### src/rtl/contador_botones_2b.sv
// rtl/contador_botones_2b.sv - debounced up/down buttons driving a registered 2-bit count
// Optional build macro CONTADOR_SATURATE_EN: count saturates at 0 and 3 instead of wrapping.

module contador_botones_2b_antirrebote #(
    parameter int DEBOUNCE_CYCLES = 500000,
    parameter int SYNC_STAGES     = 2
) (
    input  logic clk,
    input  logic rst,
    input  logic btn,
    output logic pulso
);
    localparam int CW = $clog2(DEBOUNCE_CYCLES) + 1;
    localparam logic [CW-1:0] CNT_MAX = CW'(DEBOUNCE_CYCLES - 1);

    typedef enum logic [1:0] {
        SUELTO,
        ESPERA_PULSA,
        PULSADO,
        ESPERA_SUELTA
    } estado_t;

    logic [SYNC_STAGES-1:0] sync;
    logic                   s;
    estado_t                estado, estado_n;
    logic [CW-1:0]          cnt, cnt_n;
    logic                   pulso_n;

    assign s = sync[SYNC_STAGES-1];

    always_ff @(posedge clk) begin
        if (rst) begin
            sync   <= '0;
            estado <= SUELTO;
            cnt    <= '0;
            pulso  <= 1'b0;
        end else begin
            sync   <= {sync[SYNC_STAGES-2:0], btn};
            estado <= estado_n;
            cnt    <= cnt_n;
            pulso  <= pulso_n;
        end
    end

    // The press pulse is registered so the overall latency stays SYNC_STAGES + DEBOUNCE_CYCLES.
    always_comb begin
        estado_n = estado;
        cnt_n    = cnt;
        pulso_n  = 1'b0;
        case (estado)
            SUELTO: begin
                if (s) begin
                    estado_n = ESPERA_PULSA;
                    cnt_n    = CW'(1);
                end
            end
            ESPERA_PULSA: begin
                if (!s) begin
                    estado_n = SUELTO;
                    cnt_n    = '0;
                end else if (cnt == CNT_MAX) begin
                    estado_n = PULSADO;
                    cnt_n    = '0;
                    pulso_n  = 1'b1;
                end else begin
                    cnt_n = cnt + CW'(1);
                end
            end
            PULSADO: begin
                if (!s) begin
                    estado_n = ESPERA_SUELTA;
                    cnt_n    = CW'(1);
                end
            end
            ESPERA_SUELTA: begin
                if (s) begin
                    estado_n = PULSADO;
                    cnt_n    = '0;
                end else if (cnt == CNT_MAX) begin
                    estado_n = SUELTO;
                    cnt_n    = '0;
                end else begin
                    cnt_n = cnt + CW'(1);
                end
            end
            default: begin
                estado_n = SUELTO;
                cnt_n    = '0;
            end
        endcase
    end
endmodule

module contador_botones_2b #(
    parameter int DEBOUNCE_CYCLES = 500000,
    parameter int SYNC_STAGES     = 2
) (
    input  logic       clk,
    input  logic       rst,
    input  logic       btn_up,
    input  logic       btn_down,
    output logic [1:0] valor,
    output logic       cambio
);
    logic       pulso_up, pulso_down;
    logic [1:0] valor_n;

    contador_botones_2b_antirrebote #(
        .DEBOUNCE_CYCLES(DEBOUNCE_CYCLES),
        .SYNC_STAGES    (SYNC_STAGES)
    ) u_up (
        .clk  (clk),
        .rst  (rst),
        .btn  (btn_up),
        .pulso(pulso_up)
    );

    contador_botones_2b_antirrebote #(
        .DEBOUNCE_CYCLES(DEBOUNCE_CYCLES),
        .SYNC_STAGES    (SYNC_STAGES)
    ) u_down (
        .clk  (clk),
        .rst  (rst),
        .btn  (btn_down),
        .pulso(pulso_down)
    );

    // Simultaneous up and down pulses cancel out.
    always_comb begin
        valor_n = valor;
        case ({pulso_up, pulso_down})
            2'b10: begin
`ifdef CONTADOR_SATURATE_EN
                if (valor != 2'd3) valor_n = valor + 2'd1;
`else
                valor_n = valor + 2'd1;
`endif
            end
            2'b01: begin
`ifdef CONTADOR_SATURATE_EN
                if (valor != 2'd0) valor_n = valor - 2'd1;
`else
                valor_n = valor - 2'd1;
`endif
            end
            default: valor_n = valor;
        endcase
    end

    always_ff @(posedge clk) begin
        if (rst) begin
            valor  <= 2'd0;
            cambio <= 1'b0;
        end else begin
            valor  <= valor_n;
            cambio <= (valor_n != valor);
        end
    end
endmodule

### config.mk
export PLATFORM = sky130hd
export DESIGN_NAME = contador_botones_2b
export DESIGN_NICKNAME = d
export VERILOG_FILES = /design/src/rtl/contador_botones_2b.sv
export SDC_FILE = /design/constraint.sdc
export NUM_CORES = 1
export LEC_CHECK = 0
export ABC_AREA = 1
export CORE_MARGIN = 3
export CORE_UTILIZATION = 62
export DETAILED_ROUTE_END_ITERATION = 7
export GPL_TIMING_DRIVEN = 0
export PLACE_DENSITY = 0.8
export SYNTH_ARGS = -nofsm -noshare
export SYNTH_HDL_FRONTEND = slang
export SYNTH_SLANG_ARGS = --single-unit
### constraint.sdc
create_clock -name clk -period 2.1 [get_ports clk]
set_input_delay 0.525 -clock clk [delete_from_list [all_inputs] [get_ports clk]]
set_output_delay 0.525 -clock clk [all_outputs]
set_load 0.01 [all_outputs]
==> impl_results.md, run 1 <==
- Final period util: 88.7%
- DR pass1 iterations: 6
- P_leak: about 1.1 nW
- Final Hold Fails: 0
- Via density per instance: 5.49
- Via count: 2844
- Cts bufs inserted: 5
- FF-to-FF End: u_down.cnt[10]$_SDFFE_PP0P_
- Chip Width: between 70 and 80 um
- Syn-to-layout area delta: 6.94%
- Initial antenna violation count: 0
- Largest cells by area after synthesis: dfxtp_1 36%, nand2_1 17%, a21oi_1 6.3%
- Count leader, synth: nand2_1
- Port Buffers: 5
- Status: finished, final reports clean
- Skew-Pair Late Insertion Delay: 0.32 ns
- Post-Syn Nets: 460
- Post-Synth Simple-Gate Area: 39.9%
- # clock sinks: 53
- Crit Path Class: reg2reg
- Multi-input gate area: 0.00164 sq mm
- Proportion of synthesized area in mux cells: 0%
- FILL cells: slightly below 400
- Slew HR: a little under three fifths
- Drt total wl: 6590 um
- HP Class: reg2reg
- Design Power: 1.79 mW
- Worst setup EP type: flop
- Power per cell area: around 570 mW/mm^2
- Max Fclk: around 540 MHz
- Clk buf depth: 2
- Synth Flop Type: dfxtp_1
- Startpoint Class: flop
- Maxcap violations: 0
- Setup TNS: 0 ns
- CTS tree: built
- H-tree depth: 2
- Required time worst endpoint: 2.28 ns
- Number of routed nets with antenna violations: 0
- Measured slew at the worst slew-check pin: 0.642 ns
- Final #Nets: 472
- RSZ-0062 raised after global routing: false
- Fraction of registers with async set/reset: 0%
- Min Tclk post-route: around 1.9 ns
- Total grt overflow: 0
- GP Congestion: 0.965
- WL per Instance: around 13 um
- Post-Synth Adder-Cell Area: 1.27%
- FP Rows: 24
- Max IR drop VDD: 0.458 mV
- Die area: 0.00564 sq mm
- Post-synthesis compound-gate area fraction: 11.1%
- Syn_area_per_cell: 6.53 sq um
- First-pass GRT wire length: 11000 um
- Drt drc: 0
- Number of DRC markers in iteration 0: 234
- WP data arrival: approximately 2.0 ns
- Register area: 0.00106 sq mm
- CP Capture Point: u_down.cnt[10]$_SDFFE_PP0P_
- Post-synth EDFFs: 0
- Total GRT Usage: 25.1%
- R2r startpoint: u_down.cnt[0]$_SDFFE_PP0P_
- Ant diodes: 0
- Final setup vio count: 0
- Number of global-route vias before repair: between 2000 and 2500
- Die Ht: 75.1 um
- Starting Density: between 60% and 70%
- Reg clk slew, reported paths: 0.10 ns
- CTS root buf: clkbuf_8
- CP startpoint: u_down.cnt[0]$_SDFFE_PP0P_
- Worst Path Max Fanout: 10
- Cell count of the worst reg-to-reg path: 9
- R2r setup slk: 0.24 ns
- Synth Area in XOR/XNOR: 3.26%
- Layout cells sized above 1: 9.44%
- Core area: 0.00447 sq mm
- Post-cts sizing count: 0
- Post-synth top area cell: dfxtp_1
- Post-DP HPWL: 4870 um
- I/O Pins: 7
- Synth cell types: 32
- Synth warnings: 0
- Worst clock skew: 0.0125 ns
- Setup Buffers After CTS: 0
- Yosys reg bits: 53
- Post-CTS Hold Fix Bufs: 0
- Post-synth top cells: 133 x nand2_1, 53 x dfxtp_1, 47 x nor2_1
- Post-Synthesis Cells: 453
- Largest family of logic cells by synthesized area: simple AND/OR/NAND/NOR gates
- Largest net degree at the start of global routing: 18
- Fin. max-slew vios: 0
- Sequential share of the synthesized area: between 30% and 40%
- Post-synth top area share: between 30% and 40%
- Cell Area, Synth: 0.00296 sq mm
## metrics by stage
step	hold slack (ns)	utilization, %	worst slack [ns]	instance area (sq um)	instances
after global routing	0.429	70.7	0.103	3160	518
after global placement	0.396	68.7	0.325	3070	510
after detailed placement	0.399	68.7	0.295	3070	510
after CTS	0.415	70.7	0.263	3160	518
final	0.408	70.7	0.238	3160	518
after floorplan	0.388	-	0.587	2960	453
## power by group
group / switching (mW) / internal (mW) / leakage [nW] / total [mW]
clock: 0.357 / 0.237 / 0.0445 / 0.594
sequential: 0.0194 / 1.02 / 0.428 / 1.04
combinational: 0.111 / 0.0423 / 0.648 / 0.153
total: 0.487 / 1.30 / 1.12 / 1.79
## worst min-delay path by stage
| stage | end | slack, ns | cells after the start | startpoint |
|---|---|---|---|---|
| floorplan | u_down.sync[1]$_SDFF_PP0_ | 0.39 | 2 | u_down.sync[0]$_SDFF_PP0_ |
| global placement | u_down.sync[1]$_SDFF_PP0_ | 0.40 | 2 | u_down.sync[0]$_SDFF_PP0_ |
| detailed placement | u_down.sync[1]$_SDFF_PP0_ | 0.40 | 2 | u_down.sync[0]$_SDFF_PP0_ |
| CTS | u_down.sync[1]$_SDFF_PP0_ | 0.41 | 2 | u_down.sync[0]$_SDFF_PP0_ |
| global route | u_down.sync[1]$_SDFF_PP0_ | 0.43 | 2 | u_down.sync[0]$_SDFF_PP0_ |
| finish | u_down.sync[1]$_SDFF_PP0_ | 0.41 | 2 | u_down.sync[0]$_SDFF_PP0_ |
## placed cells by master, fill, tap and decap left out
| master | count |
|---|---|
| a211oi_1 | 1 |
| a21oi_1 | 37 |
| a21oi_2 | 1 |
| and3_1 | 1 |
| buf_2 | 4 |
| buf_6 | 2 |
| clkbuf_1 | 8 |
| clkbuf_8 | 5 |
| clkdlybuf4s50_1 | 5 |
| clkinv_2 | 1 |
| clkinvlp_4 | 1 |
| dfxtp_1 | 53 |
| ha_1 | 3 |
| inv_1 | 45 |
| inv_2 | 2 |
| inv_4 | 1 |
| inv_6 | 1 |
| nand2_1 | 133 |
| nand2_2 | 10 |
| nand2_4 | 1 |
| nand3_1 | 30 |
| nand3b_1 | 2 |
| nand4_1 | 14 |
| nor2_1 | 47 |
| nor2_2 | 8 |
| nor2_4 | 3 |
| nor3_1 | 8 |
| nor3_2 | 2 |
| nor3b_1 | 2 |
| o21a_1 | 2 |
| o21ai_0 | 16 |
| o21ai_2 | 1 |
| o21bai_1 | 3 |
| or2_1 | 1 |
| or2_2 | 1 |
| xnor2_1 | 2 |
| xor2_1 | 9 |
## worst max-delay path: stages, from the launching register on
cell and delay, ns:
dfxtp_1 0.42, ha_1 0.23, nand2_1 0.12, nor2_4 0.20
nand3_1 0.18, nor2_2 0.19, nor2_4 0.09, buf_6 0.15
nand3_1 0.07, a21oi_1 0.06
## final cells by class
class                      count  share of cell area [%]
sequential                    53                    33.5
multi-input combinational    338                    51.9
clock buffer                   5                    2.18
buffer                        14                    2.29
tap                           52                    2.06
timing repair buffer           5                    1.58
clock inverter                 3                   0.672
inverter                      48                    5.78
## state kept, by name (all words and copies together) (netlist names), named ones only
register       count
u_down.pulso       1
u_up.cnt          20
u_down.cnt        20
u_up.sync          2
cambio             1
valor              2
u_up.estado        1
u_down.estado      1
u_down.sync        2
u_up.pulso         1
## cells by family (layout without fill, tap and decap cells)
logic type,count (synthesis),count (layout)
XOR/XNOR,11,11
adder cells (fa/ha/maj),3,3
AND/OR/NAND/NOR,263,263
flip-flops,53,53
buffers and inverters,62,75
AO/OA/AOI/OAI,61,61
## per-layer routing
layer / global-route usage, % / wire length, um
met3: 4.41 / 552
met2: 37.4 / 2710
met1: 37.0 / 3220
met5: 0 / 0
met4: 7.11 / 99
Note: power is estimated with default switching activity, not from simulation.
==> run 2: changes to the inputs <==
--- a/config.mk
+++ b/config.mk
@@ -7,10 +7,10 @@
 export LEC_CHECK = 0
 export ABC_AREA = 1
 export CORE_MARGIN = 3
-export CORE_UTILIZATION = 62
+export CORE_UTILIZATION = 66
 export DETAILED_ROUTE_END_ITERATION = 7
 export GPL_TIMING_DRIVEN = 0
-export PLACE_DENSITY = 0.8
+export PLACE_DENSITY = 0.84
 export SYNTH_ARGS = -nofsm -noshare
 export SYNTH_HDL_FRONTEND = slang
 export SYNTH_SLANG_ARGS = --single-unit
==> constraint.sdc (replaced) <==
create_clock -name clk -period 2.2 [get_ports clk]
set_input_delay 0.55 -clock clk [delete_from_list [all_inputs] [get_ports clk]]
set_output_delay 0.55 -clock clk [all_outputs]
set_load 0.01 [all_outputs]
==> impl_results.md, run 2 (same netlist as run 1, synthesis figures left out) <==
- I/O Pins: 7 (unchanged)
- H-tree depth: 2 (unchanged)
- Slowest cell on the critical path: dfxtp_1
- DR pass1 iterations: 5 (-1)
- Clk buf depth: 2 (unchanged)
- Cts bufs inserted: 5 (unchanged)
- Number of DRC markers in iteration 0: 263 (+12%)
- Post-CTS Hold Fix Bufs: 0 (unchanged)
- Hold Startpoint: u_up.sync[0]$_SDFF_PP0_
- Setup TNS: 0 ns (unchanged)
- Via density per instance: 5.51 (+0.28%)
- Port Buffers: 5 (unchanged)
- Maxcap violations: 0 (unchanged)
- FP Rows: 23 (-4.2%)
- # clock sinks: 53 (unchanged)
- Skew-Pair Late Insertion Delay: 0.30 ns (-0.02 ns)
- Syn-to-layout area delta: 6.64%
- Worst Path Max Fanout: 10 (unchanged)
- HP Class: reg2reg
- Seq pwr share: 59.3% (+1.1 points)
- CTS root buf: clkbuf_8
- WL per Instance: 13.1 um (+2.7%)
- Worst clock skew: 0.00900 ns (-0.00355 ns)
- Family with the most delay on the worst path: simple AND/OR/NAND/NOR gates
- Final setup vio count: 0 (unchanged)
- Drt total wl: 6740 um (+2.3%)
- WHS Path Cells: 2 (unchanged)
- RSZ-0062 raised after global routing: false
- Measured slew at the worst slew-check pin: 0.630 ns (-0.0123 ns)
- GP Congestion: 0.916 (-5.1%)
- Worst setup EP type: flop
- Clk network pwr share: 32.1% (-1.1 points)
- Placed cell area: 0.00307 sq mm (about the same)
- Fin area: 0.00315 sq mm (-0.28%)
- CP peak stage delay: 0.43 ns (about the same)
- First-pass GRT wire length: 11500 um (+5.0%)
- Total grt overflow: 0 (unchanged)
- Total GRT Usage: 27.4% (+2.3 points)
- Starting Density: 70.9% (+4.8 points)
- Power per cell area: 531 mW/mm^2 (-6.1%)
- Via count: 2841 (-0.11%)
- Initial antenna violation count: 0 (unchanged)
- Min Tclk post-route: 1.82 ns (-0.0455 ns)
- Max Fclk: 550 MHz (+2.5%)
- Largest net degree at the start of global routing: 16 (-2)
- Finished Layout Cells: 516 (-0.39%)
- Crit path cell chain: ha_1 -> nand2_1 -> nor2_4 -> nand3_1 -> nor2_2 -> nor2_4 -> buf_6 -> nand3_1 -> a21oi_1
- FF-to-FF End: u_down.cnt[13]$_SDFFE_PP0P_
- Comb power frac: 8.6% (about the same)
- Number of routed nets with antenna violations: 0 (unchanged)
- Max IR drop VDD: 0.467 mV (+2.0%)
- Startpoint Class: flop
- Post-DP HPWL: 5000 um (+2.5%)
- Layout cells sized above 1: 9.01% (-0.43 points)
- Chip Width: 72.9 um (-2.8%)
- Switching power of the nets: 0.433 mW (-11%)
- Crit path buf inv count: 1 (unchanged)
- Reg clk slew, reported paths: 0.09 ns (about the same)
- Fin. max-slew vios: 0 (unchanged)
- R2r setup slk: 0.38 ns (+0.15 ns)
- Commonest cells after routing, fill and taps aside: 133 x nand2_1, 53 x dfxtp_1, 47 x nor2_1, 45 x inv_1, 37 x a21oi_1
- Final #Nets: 472 (unchanged)
- Cell count of the worst reg-to-reg path: 9 (unchanged)
- Die Ht: 72.9 um (-2.8%)
- Post-cts sizing count: 0 (unchanged)
- Critical Path Stages: 9 (unchanged)
- Setup Buffers After CTS: 0 (unchanged)
- P_leak: 1.11 nW (-0.54%)
- Required time worst endpoint: 2.37 ns (+0.09 ns)
- Drt drc: 0 (unchanged)
- WP data arrival: 1.99 ns (-0.05 ns)
- Core area: 0.00417 sq mm (-6.7%)
- R2r startpoint: u_down.cnt[0]$_SDFFE_PP0P_
- Most common cell after layout, fill and taps aside: nand2_1
- CTS tree: built
- Final period util: 82.6% (-6.1 points)
- Ant diodes: 0 (unchanged)
- P_int: 1.24 mW (-4.6%)
- Number of global-route vias before repair: 2525 (+8.6%)
- Die area: 0.00532 sq mm (-5.6%)
- FILL cells: 362 (-6.0%)
- Switch share: 25.9% (-1.4 points)
- Slew HR: 58.0% (+0.82 points)
- Placed insts: 508 (-0.39%)
- Crit Path Class: reg2reg
- Hold EP: u_up.sync[1]$_SDFF_PP0_
- Top flop regs: u_down.cnt: 20 flops, u_up.cnt: 20 flops
- Final Hold Fails: 0 (unchanged)
- Status: finished, final reports clean
[run 2: cell types whose count changed in the layout (fill, tap and decap cells not counted)]
cell	delta
clkinv_2	-1
inv_6	-1
clkbuf_1	+2
[run 2: how the worst max path moves through the flow]
stage	startpoint	end	slack [ns]
after floorplan	u_up.cnt[0]$_SDFFE_PP0P_	u_up.cnt[12]$_SDFFE_PP0P_	0.69
after global placement	u_up.cnt[0]$_SDFFE_PP0P_	u_up.cnt[16]$_SDFFE_PP0P_	0.45
after detailed placement	u_up.cnt[0]$_SDFFE_PP0P_	u_up.cnt[1]$_SDFFE_PP0P_	0.43
after CTS	valor[0]$_SDFF_PP0_	valor[0]	0.39
after global routing	u_up.cnt[0]$_SDFFE_PP0P_	u_up.cnt[1]$_SDFFE_PP0P_	0.27
final	u_down.cnt[0]$_SDFFE_PP0P_	u_down.cnt[13]$_SDFFE_PP0P_	0.38
[run 2: worst min-delay path: cells and delay by family, from the launching register on]
family,cells,cell delay (ns)
flops,1,0.31
simple gates,1,0.03
buf+inv,1,0.04
[run 2: final cells by class]
cell class	instances	area, sq um	area share (%)
inverter	48	183	5.79
clock buffer	7	76.3	2.42
tap	50	62.6	1.98
sequential	53	1060	33.6
timing repair buffer	5	50.0	1.59
buffer	14	72.6	2.30
multi-input combinational	338	1640	52.0
clock inverter	1	7.51	0.238
[run 2: per-stage QoR]
step	setup WS, ns	utilization [%]	hold slack [ns]	power, mW
2_1_floorplan	0.687	-	0.388	1.11
4_1_cts	0.392	75.6	0.413	1.68
3_5_place_dp	0.427	73.6	0.397	1.16
6_report	0.383	75.6	0.411	1.67
5_1_grt	0.268	75.6	0.426	1.74
3_3_place_gp	0.453	73.6	0.396	1.16
[run 2: power by group through the flow]
stage	combinational, mW	clock [mW]	sequential (mW)
after floorplan	0.103	0	1.01
after global placement	0.141	0	1.01
after detailed placement	0.144	0	1.01
after CTS	0.144	0.541	0.993
after global routing	0.162	0.587	0.995
final	0.144	0.537	0.993
[run 2: metal layers]
metal	vias up	global-route usage, %	wire (um)
met4	0	6.97	80
met1	1288	39.5	3320
li1	1471	-	-
met2	73	42.5	2970
met3	9	4.55	362
met5	-	0	0
==> run 3: changes to the inputs <==
--- a/config.mk
+++ b/config.mk
@@ -7,10 +7,10 @@
 export LEC_CHECK = 0
 export ABC_AREA = 1
 export CORE_MARGIN = 3
-export CORE_UTILIZATION = 66
+export CORE_UTILIZATION = 62
 export DETAILED_ROUTE_END_ITERATION = 7
 export GPL_TIMING_DRIVEN = 0
-export PLACE_DENSITY = 0.84
+export PLACE_DENSITY = 0.8
 export SYNTH_ARGS = -nofsm -noshare
 export SYNTH_HDL_FRONTEND = slang
 export SYNTH_SLANG_ARGS = --single-unit
==> constraint.sdc (replaced) <==
create_clock -name clk -period 1.8 [get_ports clk]
set_input_delay 0.45 -clock clk [delete_from_list [all_inputs] [get_ports clk]]
set_output_delay 0.45 -clock clk [all_outputs]
set_load 0.01 [all_outputs]
==> impl_results.md, run 3 (same netlist as run 1, synthesis figures left out) <==
- Post-DP HPWL: 4870 um (-2.5%)
- Layout cells sized above 1: 11.1% (+2.1 points)
- Final period util: 95.4%
- Crit Path Class: reg2out
- P_leak: 1.14 nW (+2.5%)
- Fin. max-slew vios: 0 (unchanged)
- Max IR drop VDD: 0.532 mV (+14%)
- Die area: 0.00564 sq mm (+5.9%)
- Worst setup EP type: primary output
- R2r startpoint: u_down.cnt[0]$_SDFFE_PP0P_
- FILL cells: 383 (+5.8%)
- Slowest cell on the critical path: clkdlybuf4s50_1
- Seq pwr share: 58.1% (-1.2 points)
- Maxcap violations: 0 (unchanged)
- Top flop regs: u_down.cnt: 20 flops, u_up.cnt: 20 flops
- FF-to-FF End: u_down.cnt[10]$_SDFFE_PP0P_
- Via count: 2859 (+0.63%)
- Switch share: 27.4% (+1.5 points)
- Chip Width: 75.1 um (+2.9%)
- CTS root buf: clkbuf_8
- Drt total wl: 6650 um (-1.3%)
- GP Congestion: 0.965 (+5.3%)
- Ant diodes: 0 (unchanged)
- Total GRT Usage: 25.1% (-2.3 points)
- R2r setup slk: 0.08 ns (-0.30 ns)
- Number of global-route vias before repair: 2325 (-7.9%)
- Final Hold Fails: 0 (unchanged)
- FP Rows: 24 (+4.3%)
- H-tree depth: 2 (unchanged)
- Slew HR: 55.9% (-2.1 points)
- Required time worst endpoint: 1.35 ns (-1.02 ns)
- Die Ht: 75.1 um (+2.9%)
- Worst clock skew: 0.0136 ns (+0.00461 ns)
- Largest net degree at the start of global routing: 18 (+2)
- Number of routed nets with antenna violations: 0 (unchanged)
- Crit path buf inv count: 1 (unchanged)
- Hold EP: u_down.sync[1]$_SDFF_PP0_
- Via density per instance: 5.51 (about the same)
- Clk network pwr share: 33.3% (+1.2 points)
- Port Buffers: 5 (unchanged)
- Syn-to-layout area delta: 8.25%
- CP peak stage delay: 0.55 ns (+0.12 ns)
- Fin area: 0.00320 sq mm (+1.5%)
- Core area: 0.00447 sq mm (+7.2%)
- Worst Path Max Fanout: 3 (-7)
- Number of DRC markers in iteration 0: 200 (-24%)
- Crit path cell chain: clkdlybuf4s50_1
- Final setup vio count: 0 (unchanged)
- Status: finished, final reports clean
- HP Class: reg2reg
- RSZ-0062 raised after global routing: true
- Place WS: -0.00524 ns (-0.432 ns)
- Max Fclk: 582 MHz
- Comb power frac: 8.5% (about the same)
- CTS tree: built
- Startpoint Class: flop
- WL per Instance: 12.8 um (-1.9%)
- WHS Path Cells: 2 (unchanged)
- Commonest cells after routing, fill and taps aside: 133 x nand2_1, 49 x dfxtp_1, 47 x nor2_1, 45 x inv_1, 37 x a21oi_1
- Design Power: 2.09 mW (+25%)
- Drt drc: 0 (unchanged)
- Cts bufs inserted: 5 (unchanged)
- Hold WS: 0.410 ns (-0.000581 ns)
- P_int: 1.52 mW (+22%)
- I/O Pins: 7 (unchanged)
- Power per cell area: 653 mW/mm^2 (+23%)
- Reg clk slew, reported paths: 0.11 ns (+0.02 ns)
- Most common cell after layout, fill and taps aside: nand2_1
- # clock sinks: 53 (unchanged)
- Total grt overflow: 0 (unchanged)
- First-pass GRT wire length: 11000 um (-4.7%)
- Family with the most delay on the worst path: buffers and inverters
- Setup TNS: 0 ns (unchanged)
- WP data arrival: 1.27 ns (-0.72 ns)
- Final setup margin: 0.0828 ns (-0.301 ns)
- DR pass1 iterations: 5 (unchanged)
- Initial antenna violation count: 0 (unchanged)
- Final #Nets: 473 (+0.21%)
- Min Tclk post-route: 1.72 ns
- Skew-Pair Late Insertion Delay: 0.32 ns (+0.02 ns)
- Measured slew at the worst slew-check pin: 0.661 ns (+0.0315 ns)
- Hold Startpoint: u_down.sync[0]$_SDFF_PP0_
- Starting Density: 66.1% (-4.8 points)
- Placed cell area: 0.00307 sq mm (about the same)
- Switching power of the nets: 0.572 mW (+32%)
- Cell count of the worst reg-to-reg path: 9 (unchanged)
- Clk buf depth: 2 (unchanged)
==> run 3: repair_timing <==
item / 4_1_cts / 5_1_grt
endpoints found under the hold margin: 0 / 0
gates resized for setup: 1 / 9
pin swaps: 0 / 4
setup endpoints to repair: 7 / 27
setup buffers: 0 / 1
hold buffers: 0 / 0
==> run 3: through the flow <==
stage	utilization, %	cells
2_1_floorplan	-	453
3_3_place_gp	68.7	510
3_5_place_dp	68.7	510
4_1_cts	70.7	518
5_1_grt	71.6	519
6_report	71.6	519
==> run 3: how the worst max path moves through the flow <==
stage,to,depth (start not counted),slack (ns),start
after floorplan,u_up.cnt[12]$_SDFFE_PP0P_,11,0.29,u_up.cnt[0]$_SDFFE_PP0P_
after CTS,u_down.cnt[10]$_SDFFE_PP0P_,9,0.009,u_down.cnt[1]$_SDFFE_PP0P_
after detailed placement,u_down.cnt[10]$_SDFFE_PP0P_,9,-0.005,u_down.cnt[0]$_SDFFE_PP0P_
after global placement,u_down.cnt[11]$_SDFFE_PP0P_,9,0.03,u_down.cnt[0]$_SDFFE_PP0P_
after global routing,u_up.cnt[1]$_SDFFE_PP0P_,11,-0.02,u_up.cnt[0]$_SDFFE_PP0P_
final,valor[0],1,0.08,valor[0]$_SDFF_PP0_
==> run 3: layout make-up <==
class                           instances  area (sq um)  area share [%]
Buffer                                 14          72.6            2.27
Clock buffer                            5          68.8            2.15
Clock inverter                          3          21.3           0.664
Inverter                               48           183            5.71
Multi-Input combinational cell        338          1670            52.0
Sequential cell                        53          1070            33.4
Tap cell                               52          65.1            2.03
Timing Repair Buffer                    6          57.6            1.80
==> run 3: power groups by stage <==
stage               clock [mW]  combinational (mW)  sequential, mW
finish                   0.698               0.179            1.22
global route             0.747               0.198            1.22
CTS                      0.713               0.178            1.21
detailed placement           0               0.176            1.24
global placement             0               0.173            1.24
floorplan                    0               0.126            1.23
==> run 3: metal layers <==
layer / routed length (um) / share of wire [%] / vias up / track usage, %
met1: 3290 / 49 / 1288 / 37.0
met5: 0 / 0 / - / 0
met4: 76 / 1.1 / 0 / 7.11
met2: 2830 / 43 / 92 / 37.4
li1: - / - / 1472 / -
met3: 455 / 6.8 / 7 / 4.41
